--- src/rtl/mem_lane_scheduler.sv ---
// mem_lane_scheduler
//   Shares one single-ported data memory between the two M-stage lanes
//   (M1 older, M2 younger) of a dual-issue core. A lone request passes
//   straight through; two requests are serialised over two cycles in
//   program order, with a one-cycle pipeline stall.
//   Optional feature: define MEM_PERF_CNT_EN to build the dual-access
//   conflict counter on ConflictCount (otherwise it is tied to zero).
module mem_lane_scheduler #(
    parameter int ADDR_WIDTH = 32,
    parameter int DATA_WIDTH = 32,
    parameter int CNT_WIDTH  = 32
) (
    input  logic                  clk,
    input  logic                  rst,
    input  logic                  MemReqM1,
    input  logic                  MemReqM2,
    input  logic                  MemWriteM1,
    input  logic                  MemWriteM2,
    input  logic [ADDR_WIDTH-1:0] AddrM1,
    input  logic [ADDR_WIDTH-1:0] AddrM2,
    input  logic [DATA_WIDTH-1:0] WriteDataM1,
    input  logic [DATA_WIDTH-1:0] WriteDataM2,
    input  logic [2:0]            AddrCtlM1,
    input  logic [2:0]            AddrCtlM2,
    output logic                  PortEn,
    output logic                  PortWE,
    output logic [ADDR_WIDTH-1:0] PortA,
    output logic [DATA_WIDTH-1:0] PortWD,
    output logic [2:0]            PortAC,
    input  logic [DATA_WIDTH-1:0] PortRD,
    output logic [DATA_WIDTH-1:0] ReadDataM1,
    output logic [DATA_WIDTH-1:0] ReadDataM2,
    output logic                  StallM,
    output logic [CNT_WIDTH-1:0]  ConflictCount
);

    typedef enum logic [0:0] {
        IDLE   = 1'b0,
        SECOND = 1'b1
    } state_t;

    state_t                  state_q;
    state_t                  state_d;

    // Lane-2 access parked for the second cycle, plus lane-1 load result.
    logic                    l2_req_q;
    logic                    l2_we_q;
    logic [ADDR_WIDTH-1:0]   l2_a_q;
    logic [DATA_WIDTH-1:0]   l2_wd_q;
    logic [2:0]              l2_ac_q;
    logic [DATA_WIDTH-1:0]   rd1_q;

    logic                    dual;
    logic                    start_dual;

    assign dual       = MemReqM1 & MemReqM2;
    assign start_dual = (state_q == IDLE) & dual;

    // State register.
    always_ff @(posedge clk or posedge rst) begin
        if (rst) begin
            state_q <= IDLE;
        end else begin
            state_q <= state_d;
        end
    end

    // Capture lane-1 read data and park lane-2 fields when a dual access starts.
    always_ff @(posedge clk or posedge rst) begin
        if (rst) begin
            l2_req_q <= 1'b0;
            l2_we_q  <= 1'b0;
            l2_a_q   <= '0;
            l2_wd_q  <= '0;
            l2_ac_q  <= '0;
            rd1_q    <= '0;
        end else if (start_dual) begin
            l2_req_q <= MemReqM2;
            l2_we_q  <= MemWriteM2;
            l2_a_q   <= AddrM2;
            l2_wd_q  <= WriteDataM2;
            l2_ac_q  <= AddrCtlM2;
            rd1_q    <= PortRD;
        end
    end

    // Port steering, read-data return, stall and next-state decode.
    always_comb begin
        state_d    = state_q;
        PortEn     = 1'b0;
        PortWE     = 1'b0;
        PortA      = '0;
        PortWD     = '0;
        PortAC     = '0;
        ReadDataM1 = '0;
        ReadDataM2 = '0;
        StallM     = 1'b0;

        unique case (state_q)
            IDLE: begin
                if (MemReqM1) begin
                    // Lane 1 is older, so it always owns the first cycle.
                    PortEn     = 1'b1;
                    PortWE     = MemWriteM1;
                    PortA      = AddrM1;
                    PortWD     = WriteDataM1;
                    PortAC     = AddrCtlM1;
                    ReadDataM1 = PortRD;
                    if (MemReqM2) begin
                        StallM  = 1'b1;
                        state_d = SECOND;
                    end
                end else if (MemReqM2) begin
                    PortEn     = 1'b1;
                    PortWE     = MemWriteM2;
                    PortA      = AddrM2;
                    PortWD     = WriteDataM2;
                    PortAC     = AddrCtlM2;
                    ReadDataM2 = PortRD;
                end
            end
            SECOND: begin
                // Live lane inputs are ignored; only the parked lane-2 access runs.
                PortEn     = l2_req_q;
                PortWE     = l2_req_q & l2_we_q;
                PortA      = l2_a_q;
                PortWD     = l2_wd_q;
                PortAC     = l2_ac_q;
                ReadDataM1 = rd1_q;
                ReadDataM2 = PortRD;
                state_d    = IDLE;
            end
            default: begin
                state_d = IDLE;
            end
        endcase

        // Reset must never leak a memory access or a stall, even combinationally.
        if (rst) begin
            PortEn = 1'b0;
            PortWE = 1'b0;
            StallM = 1'b0;
        end
    end

`ifdef MEM_PERF_CNT_EN
    logic [CNT_WIDTH-1:0] conflict_q;

    // Count each IDLE->SECOND transition; wraps naturally.
    always_ff @(posedge clk or posedge rst) begin
        if (rst) begin
            conflict_q <= '0;
        end else if (start_dual) begin
            conflict_q <= conflict_q + CNT_WIDTH'(1);
        end
    end

    assign ConflictCount = conflict_q;
`else
    assign ConflictCount = '0;
`endif

    // SECOND is only ever entered with a parked lane-2 request.
    second_has_req: assert property (@(posedge clk) disable iff (rst)
        (state_q == SECOND) |-> l2_req_q);

endmodule

--- config.mk ---
export PLATFORM = sky130hd
export DESIGN_NAME = mem_lane_scheduler
export DESIGN_NICKNAME = d
export VERILOG_FILES = /design/src/rtl/mem_lane_scheduler.sv
export SDC_FILE = /design/constraint.sdc
export NUM_CORES = 1
export LEC_CHECK = 0
export BUFFER_PORTS_ARGS = -buffer_cell sky130_fd_sc_hd__clkbuf_2
export CAP_MARGIN = 30
export CORE_ASPECT_RATIO = 0.6
export CORE_UTILIZATION = 40
export CTS_BUF_LIST = sky130_fd_sc_hd__clkbuf_4 sky130_fd_sc_hd__clkbuf_8 sky130_fd_sc_hd__clkbuf_16
export CTS_CLUSTER_SIZE = 16
export DETAILED_ROUTE_END_ITERATION = 10
export HOLD_SLACK_MARGIN = 0.15
export PLACE_DENSITY = 0.76
export SYNTH_ARGS = -nofsm -noshare
export SYNTH_HDL_FRONTEND = slang
export SYNTH_SLANG_ARGS = --single-unit
--- constraint.sdc ---
create_clock -name clk -period 6.3 [get_ports clk]
set_clock_uncertainty 0.15 [all_clocks]
set_input_delay 0 -clock clk [delete_from_list [all_inputs] [get_ports clk]]
set_output_delay 0 -clock clk [all_outputs]
set_load 0.03 [all_outputs]
==> impl_metrics.csv, run 1 <==
group,metric,value,unit
floorplan,num_rows,35,
floorplan,ios,338,
synthesis,synth.avg_cell_area,10.9,sq um
synthesis,synth.area.top_cells,"dfrtp_1, mux2_4, a2bb2oi_1",
synthesis,yosysWarnings,0,
power,fin_total_pwr,2.21,mW
routing,drc,0,
grt,grt_max_degree,90,
synthesis,synth_xor_area_share,0,%
run,drv_cap,0,
setup_path,cp.required,6150,ps
synthesis,ys_seq_area_share,38.6,%
clock_network,ctsResizeCount,0,
clock_network,root_buffer,"clkbuf_16",
sta,setup_viol,0,
sta,finalHoldViolations,0,
routing,vias_per_cell,5.22,
setup_path,cp_slowest_stage_delay,670,ps
sta,slew_violations,0,
finish,finish.instance_area,9330,sq um
setup_path,end_kind,"primary output",
synthesis,synthAdderAreaFrac,0,%
setup_path,worstSetupPathType,"reg -> out",
synthesis,synth-simple-area-share,10.4,%
grt,grt_pass1_vias,6027,
routing,wl_per_cell,16.9,microns
clock_network,cts_inserted_buffers,9,
clock_network,h-tree-depth,3,
grt,grt_overflow_total,0,
routing,via_count,6133,
grt,grt.total_usage,23.0,%
floorplan,core_area,15700,sq um
synthesis,synthesis.area,6610,sq um
routing,initialDrtViolationCount,262,
synthesis,synth_top_family_by_area,"compound AO/OA/AOI/OAI gates",
sta,slew_headroom,34.2,%
run_status,status,"finished, final reports clean",
clock_network,clockBufferDepth,2,
floorplan,die-area,17100,sq um
setup_path,crit_arrival,2830,ps
routing,antenna_left,0,
synthesis,synth_compound_area_share,21.1,%
finish,syn_to_final_growth,41.1,%
sta,fmax,336,MHz
sta,finalCritPeriodShare,47.2,%
routing,dr.pass1.iters,5,
grt,antenna_found_initial,1,
setup_path,critPathMaxFanout,53,
synthesis,ys_ff_latch,102,
finish,layout.nets,1139,
setup_path,worstRegToRegCells,3,
clock_network,worst_skew_pair.late_latency,340,ps
setup_path,slowest_stage,"inv_2",
hold_path,hold_class,"in -> async",
sta,max_slew.worst_pin.slew,987,ps
clock_network,cts_tree,"yes",
clock_network,postCtsSetupBuffers,0,
clock_network,clkSinkCount,102,
finish,final_util,59.3,%
synthesis,synth_mux_area_share,20.8,%
setup_path,cp_cell_sequence,"inv_2, buf_4, a2bb2oi_1, clkbuf_2",
place,gp_congestion,0.793,
power,powerDensity,237,nW/um^2
place,dpl_cell_area,8000,sq um
floorplan,die_y,102,microns
floorplan,start_util,42.0,%
clock_network,clkSlewWorstSetupHoldPaths,70,ps
power,p_leak,4.65,nW
place,io_buffers,305,
synthesis,yosysTopAreaCell,"dfrtp_1",
sta,period_needed,2980,ps
power,vdd_drop_max,0.128,mV
synthesis,syn_inst,607,
sta,tns,0,ps
sta,hold_slack,156,ps
floorplan,fp.dieW,168,microns
synthesis,ys_types,26,
finish,drive_gt1_share,44.5,%
place,hpwl,12700,microns
synthesis,synth_top_area_share,38.6,%
routing,drt-total-wl,19900,microns
sta,rsz0062_at_grt,"false",
grt,grt_pass1_wl,31000,microns
setup_path,cp-start-kind,"flop",
where the power goes:
group	total, mW	switching, mW	internal, mW
Combinational	0.785	0.418	0.368
Clock	0.582	0.264	0.318
Sequential	0.840	0.0714	0.768
Total	2.21	0.753	1.45
sequential cells by signal, summed over array words and instances, names as in the netlist:
| signal | count |
|---|---|
| l2_ac_q | 3 |
| l2_wd_q | 32 |
| rd1_q | 32 |
| state_q | 1 |
| l2_a_q | 32 |
| l2_we_q | 1 |
| l2_req_q | 1 |
placed cells by master, fill, tap and decap left out, types with 2 or more instances in the layout:
cell,instances
nor2b_1,2
inv_6,3
clkbuf_2,304
buf_4,9
nand2b_1,2
nand3b_1,68
mux2_4,67
clkbuf_16,9
mux2_2,33
o21ai_0,14
a21boi_0,32
nand2_1,28
nor3_1,2
dlygate4sd3_1,101
dfrtp_1,101
a22o_1,18
a2bb2oi_1,67
conb_1,32
a21oi_1,67
worst max-delay path: cells and delay by family (launching register included):
family	cells	cell delay [ps]
compound gates	1	300
flops	1	620
buf+inv	3	1500
layer usage:
layer | GRT usage [%] | wire length, microns | up-vias
met5 | 0 | 0 | -
met4 | 6.70 | 353 | 0
met3 | 4.57 | 1180 | 36
met2 | 41.2 | 9870 | 256
met1 | 28.3 | 8500 | 2948
li1 | - | - | 2893
per-stage QoR:
step	std cells	setup WS (ps)
after global placement	1058	3650
after floorplan	638	3470
final	1176	3320
after global routing	1176	3110
after CTS	1175	3360
after detailed placement	1058	3590
cell usage after synthesis:
library cell / instances
a2bb2oi_1: 67
o21ai_0: 14
mux2_4: 67
buf_6: 8
buf_4: 33
buf_2: 27
a21oi_1: 67
conb_1: 1
nand3_1: 1
buf_1: 1
clkbuf_1: 27
dfrtp_1: 102
nor3_1: 2
inv_2: 1
a31oi_1: 1
inv_1: 2
a22o_1: 18
nand3b_4: 1
nor2b_1: 2
nor2_1: 1
nand3b_1: 68
nand2_1: 28
mux2_2: 33
nand4bb_1: 1
a21boi_0: 32
nand2b_1: 2
area by class of cell:
| cell class | instances | area [sq um] |
|---|---|---|
| Fill cell | 1326 | 6400 |
| Multi-Input combinational cell | 437 | 3580 |
| Timing Repair Buffer | 414 | 2600 |
| Sequential cell | 102 | 2560 |
| Tap cell | 203 | 254 |
| Clock buffer | 9 | 225 |
| Clock inverter | 7 | 88.8 |
| Inverter | 3 | 13.8 |
| Antenna cell | 1 | 2.50 |
path summary, 6_finish.rpt:
check / startpoint / end / slack (ps)
max in group asynchronous: rst / l2_wd_q[3]$_DFFE_PP0P_ / 4640
min in group clk: MemWriteM1 / PortWE / 260
setup reg to reg: state_q$_DFF_PP0_ / l2_a_q[26]$_DFFE_PP0P_ / 3660
setup / recovery: state_q$_DFF_PP0_ / PortA[20] / 3320
hold reg to reg: l2_req_q$_DFFE_PP0P_ / l2_req_q$_DFFE_PP0P_ / 360
hold / removal: rst / state_q$_DFF_PP0_ / 160
cells by family (layout without fill, tap and decap cells):
group                  Yosys count  in the layout
AND/OR/NAND/NOR                106            106
other                            1             33
buffers and inverters           99            433
flip-flops                     102            102
AO/OA/AOI/OAI                  199            199
multiplexers                   100            100
what timing repair did:
item	4_1_cts	5_1_grt
endpoints found under the hold margin	144	0
hold buffers	101	0
setup endpoints to repair	0	0
Note: power is estimated with default switching activity, not from simulation.
==> inputs of run 2 (changes only) <==
Settings changed: ABC_AREA set to 1, PLACE_DENSITY 0.76 to 0.78.
Clock period 6.3 ns to 2.8 ns, I/O delays scaled along.
==> run 2 against run 1 <==
Effect of this change: cell count rose by 26%; synthesized cell count rose by 45%; sequential power rose by 120%; sequential cell count did not move; critical path depth rose by 3; non-clock buffer count rose by 27; critical endpoint is now PortA[21]; largest power group unchanged.
==> impl_metrics.csv, run 2 <==
group,metric,value,unit
synthesis,synth_top_family_by_area,"simple AND/OR/NAND/NOR gates",
place,place_inst,1332,
place,gp_congestion,0.796,
synthesis,synth_compound_area_share,5.65,%
finish,drive_gt1_share,26.6,%
finish,multi_input_area,2830,sq um
sta,max_slew.worst_pin.slew,788,ps
finish,fillers,1247,
synthesis,synth-edff-count,0,
synthesis,synth.avg_cell_area,6.75,sq um
clock_network,clkSinkCount,102,
synthesis,ys_seq_area_share,43.0,%
power,vdd_drop_max,0.348,mV
routing,via_count,7168,
synthesis,yosysTopAreaCell,"dfrtp_1",
finish,syn_to_final_growth,51.2,%
routing,drt-total-wl,20000,microns
sta,finalHoldViolations,0,
setup_path,cp_cell_sequence,"inv_4, nand2_4, inv_4, buf_4, nand2_1, nand3_1, clkbuf_2",
floorplan,ios,338,
power,p_sw_share,37.3,%
synthesis,yosysWarnings,0,
synthesis,syn_inst,880,
routing,wl_per_cell,13.5,microns
hold_path,hold_class,"in -> out",
synthesis,synth.area.top_cells,"dfrtp_1, nand2_1, nand3_1",
setup_path,reg2reg_to,"l2_wd_q[10]$_DFFE_PP0P_",
synthesis,synth_common_cells,"nand2_1, nand3_1, dfrtp_1",
clock_network,postCtsSetupBuffers,0,
setup_path,slowest_stage,"buf_4",
synthesis,synth_mux_area_share,0,%
floorplan,num_rows,34,
finish,seqCellArea,2560,sq um
setup_path,crit_arrival,2430,ps
sta,period_needed,2580,ps
floorplan,fp.dieW,159,microns
grt,grt_max_degree,135,
run,drv_cap,0,
clock_network,root_buffer,"clkbuf_16",
grt,antenna_found_initial,2,
finish,layout.nets,1443,
clock_network,clockBufferDepth,2,
synthesis,ys_types,18,
clock_network,clkSlewWorstSetupHoldPaths,70,ps
finish,layout_common_cells,"nand2_1, clkbuf_2, nand3_1",
grt,grt_pass1_wl,30900,microns
synthesis,yosysMostFrequentCell,"nand2_1",
finish,layout_commonest_cell,"nand2_1",
routing,wl_met3,1380,microns
floorplan,die-area,15400,sq um
synthesis,synthesis.area,5940,sq um
power,powerDensity,501,nW/um^2
synthesis,dominantRegCellSynth,"dfrtp_1",
setup_path,cp.required,2650,ps
power,p_switching,1.68,mW
place,io_buffers,305,
power,combPwrFrac,32.9,%
synthesis,synth_async_sr_flop_share,100,%
setup_path,path_common_cell,"inv_4",
setup_path,critPathMaxFanout,67,
sta,slew_headroom,47.5,%
power,p_seq_share,40.3,%
synthesis,synth-simple-area-share,39.8,%
clock_network,ctsResizeCount,0,
power,power.clock.fraction,26.8,%
floorplan,core_area,14500,sq um
clock_network,worst_skew_pair.late_latency,330,ps
setup_path,reg2reg_slack,420,ps
grt,grt.total_usage,25.1,%
power,p_leak,4.97,nW
setup_path,end_kind,"primary output",
grt,grt_pass1_vias,6435,
routing,drc,0,
clock_network,cts_inserted_buffers,9,
synthesis,ys_ff_latch,102,
sta,finalCritPeriodShare,92.0,%
sta,slew_violations,0,
grt,grt_overflow_total,0,
sta,fmax,388,MHz
routing,antenna_left,0,
routing,initialDrtViolationCount,791,
clock_network,cts_hold_buf,126,
setup_path,cp_slowest_stage_delay,610,ps
setup_path,endpoint,"PortA[21]",
run_status,status,"finished, final reports clean",
synthesis,synthAdderAreaFrac,0,%
finish,stdcell_count,1476,
setup_path,critPathLaunch,"state_q$_DFF_PP0_",
sta,tns,0,ps
clock_network,cts_tree,"yes",
floorplan,start_util,40.9,%
setup_path,r2r-start,"state_q$_DFF_PP0_",
setup_path,worstRegToRegCells,8,
routing,m1WireLength,8290,microns
routing,vias_per_cell,4.86,
routing,wl_met2,9840,microns
power,p_int,2.82,mW
routing,dr.pass1.iters,5,
routing,highest_layer,"met4",
setup_path,cp-start-kind,"flop",
sta,rsz0062_at_grt,"false",
synthesis,synth_xor_area_share,0,%
clock_network,h-tree-depth,3,
sta,setup_viol,0,
finish,largestRegisters,"l2_a_q x32, l2_wd_q x32, rd1_q x32",
synthesis,synth_top_area_share,43.0,%
floorplan,die_y,96.4,microns
setup_path,worstSetupPathType,"reg -> out",
place,hpwl,12100,microns
## run 2: cell types whose count changed in the layout (fill, tap and decap cells not counted), moves of 52 or more
cell	change
nand3_1	+136
mux2_4	-67
a21oi_1	-66
o21ai_0	+52
nand2_1	+375
a2bb2oi_1	-67
nand3b_1	-68
## run 2: how the worst min path moves through the flow
stage | from | endpoint | slack (ps) | cells after the start
floorplan | rst | PortEn | -40 | 1
global placement | WriteDataM2[25] | l2_wd_q[25]$_DFFE_PP0P_ | 60 | 3
detailed placement | WriteDataM2[0] | l2_wd_q[0]$_DFFE_PP0P_ | 70 | 3
CTS | AddrM1[16] | PortA[16] | 220 | 4
global route | WriteDataM1[25] | PortWD[25] | 240 | 4
finish | WriteDataM1[29] | PortWD[29] | 220 | 4
## run 2: worst max-delay path, delay by kind of cell, from the launching register on
kind	cells	cell delay, ps
buffers and inverters	4	1010
flip-flops	1	500
AND/OR/NAND/NOR	3	560
## run 2: metrics by stage
step | instance area, sq um | worst slack [ps] | util, % | power [mW] | hold slack, ps
floorplan | 6060 | 817 | - | 2.77 | -40.4
global placement | 7430 | 778 | 51.2 | 3.13 | 60.3
detailed placement | 7430 | 710 | 51.2 | 3.16 | 70.8
CTS | 8970 | 332 | 61.9 | 4.53 | 222
global route | 8980 | 93.7 | 61.9 | 4.76 | 243
finish | 8980 | 224 | 61.9 | 4.50 | 223
## run 2: power by group through the flow
stage	clock (mW)	sequential, mW	combinational [mW]
floorplan	0	1.80	0.964
global placement	0	1.82	1.31
detailed placement	0	1.83	1.33
CTS	1.25	1.81	1.46
global route	1.31	1.84	1.61
finish	1.21	1.81	1.48
## run 2: kinds of logic after synthesis
kind of cell / Yosys count
and+or+nand+nor: 579
buffers and inverters: 131
DFF: 102
AOI/OAI and AO/OA: 67
other: 1
## run 2: final cells by class
cell class              count  share of cell area [%]
diodes                      2                  0.0557
flip-flops and latches    102                    28.5
repair buffers            441                    32.3
clock inverters             7                   0.697
clock buffers               9                    2.51
inverters                  39                    1.73
multi-input cells         678                    31.5
well taps                 198                    2.76
## run 2: per-layer routing
layer  vias up  GRT usage (%)
li1       3487              -
met1      3278           31.9
met2       357           42.3
met3        46           5.12
met4         0           10.5
met5         -              0
==> inputs of run 3 (changes only) <==
Settings changed: REMOVE_ABC_BUFFERS set to 1, TNS_END_PERCENT set to 5.
==> run 3 against run 2 <==
Effect of this change: utilization down 0.67 points; non-clock buffer count is 11 lower; via count fell by 1.9%; fmax fell by 1.6%; first-iteration DRC count down 18%; register-to-register slack got worse by 160 ps; setup slack lost 42 ps; critical endpoint is now PortWD[12].
==> impl_metrics.csv, run 3 (synthesized netlist as in run 2, its figures left out) <==
group,metric,value,unit
floorplan,ios,338,
place,hpwl,12500,microns
grt,grt_pass1_wl,30700,microns
sta,tns,0,ps
floorplan,fp.dieW,159,microns
grt,grt_max_degree,70,
routing,drc,0,
sta,fmax,382,MHz
setup_path,reg2reg_slack,260,ps
finish,layout_commonest_cell,"nand2_1",
routing,dr.pass1.iters,5,
clock_network,h-tree-depth,3,
setup_path,end_kind,"primary output",
clock_network,clkSlewWorstSetupHoldPaths,70,ps
finish,stdcell_count,1461,
finish,finish.instance_area,8880,sq um
setup_path,cp-start-kind,"primary input",
floorplan,core_area,14500,sq um
sta,max_slew.worst_pin.slew,764,ps
finish,drive_gt1_share,26.8,%
routing,wl_per_cell,13.4,microns
sta,period_needed,2620,ps
power,fin_total_pwr,4.54,mW
sta,hold_slack,149,ps
place,place_inst,1333,
setup_path,r2r-start,"state_q$_DFF_PP0_",
finish,multi_input_area,2850,sq um
setup_path,worstSetupPathType,"in -> out",
hold_path,hold_class,"in -> async",
floorplan,start_util,40.9,%
power,powerDensity,511,nW/um^2
grt,antenna_found_initial,0,
run_status,status,"finished, final reports clean",
setup_path,cp.required,2650,ps
setup_path,worstRegToRegCells,8,
sta,setup_viol,0,
clock_network,cts_tree,"yes",
finish,seqCellArea,2560,sq um
clock_network,root_buffer,"clkbuf_16",
power,p_leak,4.98,nW
finish,largestRegisters,"l2_a_q x32, l2_wd_q x32, rd1_q x32",
grt,grt_pass1_vias,6173,
place,gp_congestion,0.837,
place,io_buffers,305,
routing,via_count,7029,
routing,vias_per_cell,4.81,
routing,drt-total-wl,19600,microns
sta,finalHoldViolations,0,
sta,layout_setup_ws,182,ps
clock_network,clockBufferDepth,2,
finish,fillers,1302,
clock_network,postCtsSetupBuffers,0,
clock_network,worst_skew_pair.late_latency,330,ps
sta,rsz0062_at_grt,"false",
grt,grt.total_usage,25.0,%
sta,finalCritPeriodShare,93.5,%
place,dpl_cell_area,7430,sq um
sta,slew_violations,0,
finish,syn_to_final_growth,49.6,%
finish,layout.nets,1432,
clock_network,cts_inserted_buffers,9,
run,drv_cap,0,
floorplan,die-area,15400,sq um
power,vdd_drop_max,0.300,mV
floorplan,die_y,96.4,microns
routing,antenna_left,0,
setup_path,critPathMaxFanout,37,
grt,grt_overflow_total,0,
sta,slew_headroom,49.1,%
place,place_ws,319,ps
routing,initialDrtViolationCount,648,
floorplan,num_rows,34,
setup_path,reg2reg_to,"l2_wd_q[1]$_DFFE_PP0P_",
clock_network,clkSinkCount,102,
finish,layout_common_cells,"nand2_1, clkbuf_2, nand3_1",
finish,antenna_cells,0,
setup_path,crit_arrival,2470,ps
finish,final_util,61.2,%
==> run 3: cell type report <==
cell class                      instances  area share [%]
Sequential cell                       102            28.8
Clock buffer                            9            2.54
Multi-Input combinational cell        678            32.0
Tap cell                              198            2.79
Clock inverter                          5           0.676
Timing Repair Buffer                  430            31.5
Inverter                               39            1.73
==> run 3: critical path, stage by stage <==
cell and delay, ps:
dlygate4sd3_1 530, clkbuf_2 210, inv_1 100, nor2_4 570
buf_4 520, nand3_1 160, nand3_1 120, clkbuf_2 210
==> run 3: worst max-delay path by stage <==
stage,endpoint,startpoint,slack (ps),depth (start not counted)
2_1_floorplan,l2_req_q$_DFFE_PP0P_,state_q$_DFF_PP0_,-2170,6
3_3_place_gp,rd1_q[7]$_DFFE_PP0P_,state_q$_DFF_PP0_,410,6
3_5_place_dp,rd1_q[4]$_DFFE_PP0P_,state_q$_DFF_PP0_,320,6
4_1_cts,StallM,state_q$_DFF_PP0_,10,7
5_1_grt,PortWD[28],MemReqM2,6,8
6_report,PortWD[12],MemReqM2,180,8
==> run 3: where the power goes <==
group / internal, mW / switching [mW]
Clock: 0.688 / 0.529
Combinational: 0.526 / 0.970
Sequential: 1.69 / 0.134
Total: 2.91 / 1.63
==> run 3: per-layer routing <==
layer | track usage [%] | wire, microns
met4 | 7.13 | 253
met5 | 0 | 0
met3 | 4.82 | 1310
met1 | 32.9 | 8450
met2 | 42.7 | 9630
==> run 3: what timing repair did <==
action / 4_1_cts / 5_1_grt
hold endpoints to repair: 158 / 0
gates resized for setup: 0 / 5
endpoints found under the setup margin: 0 / 76
hold buffers: 114 / 0
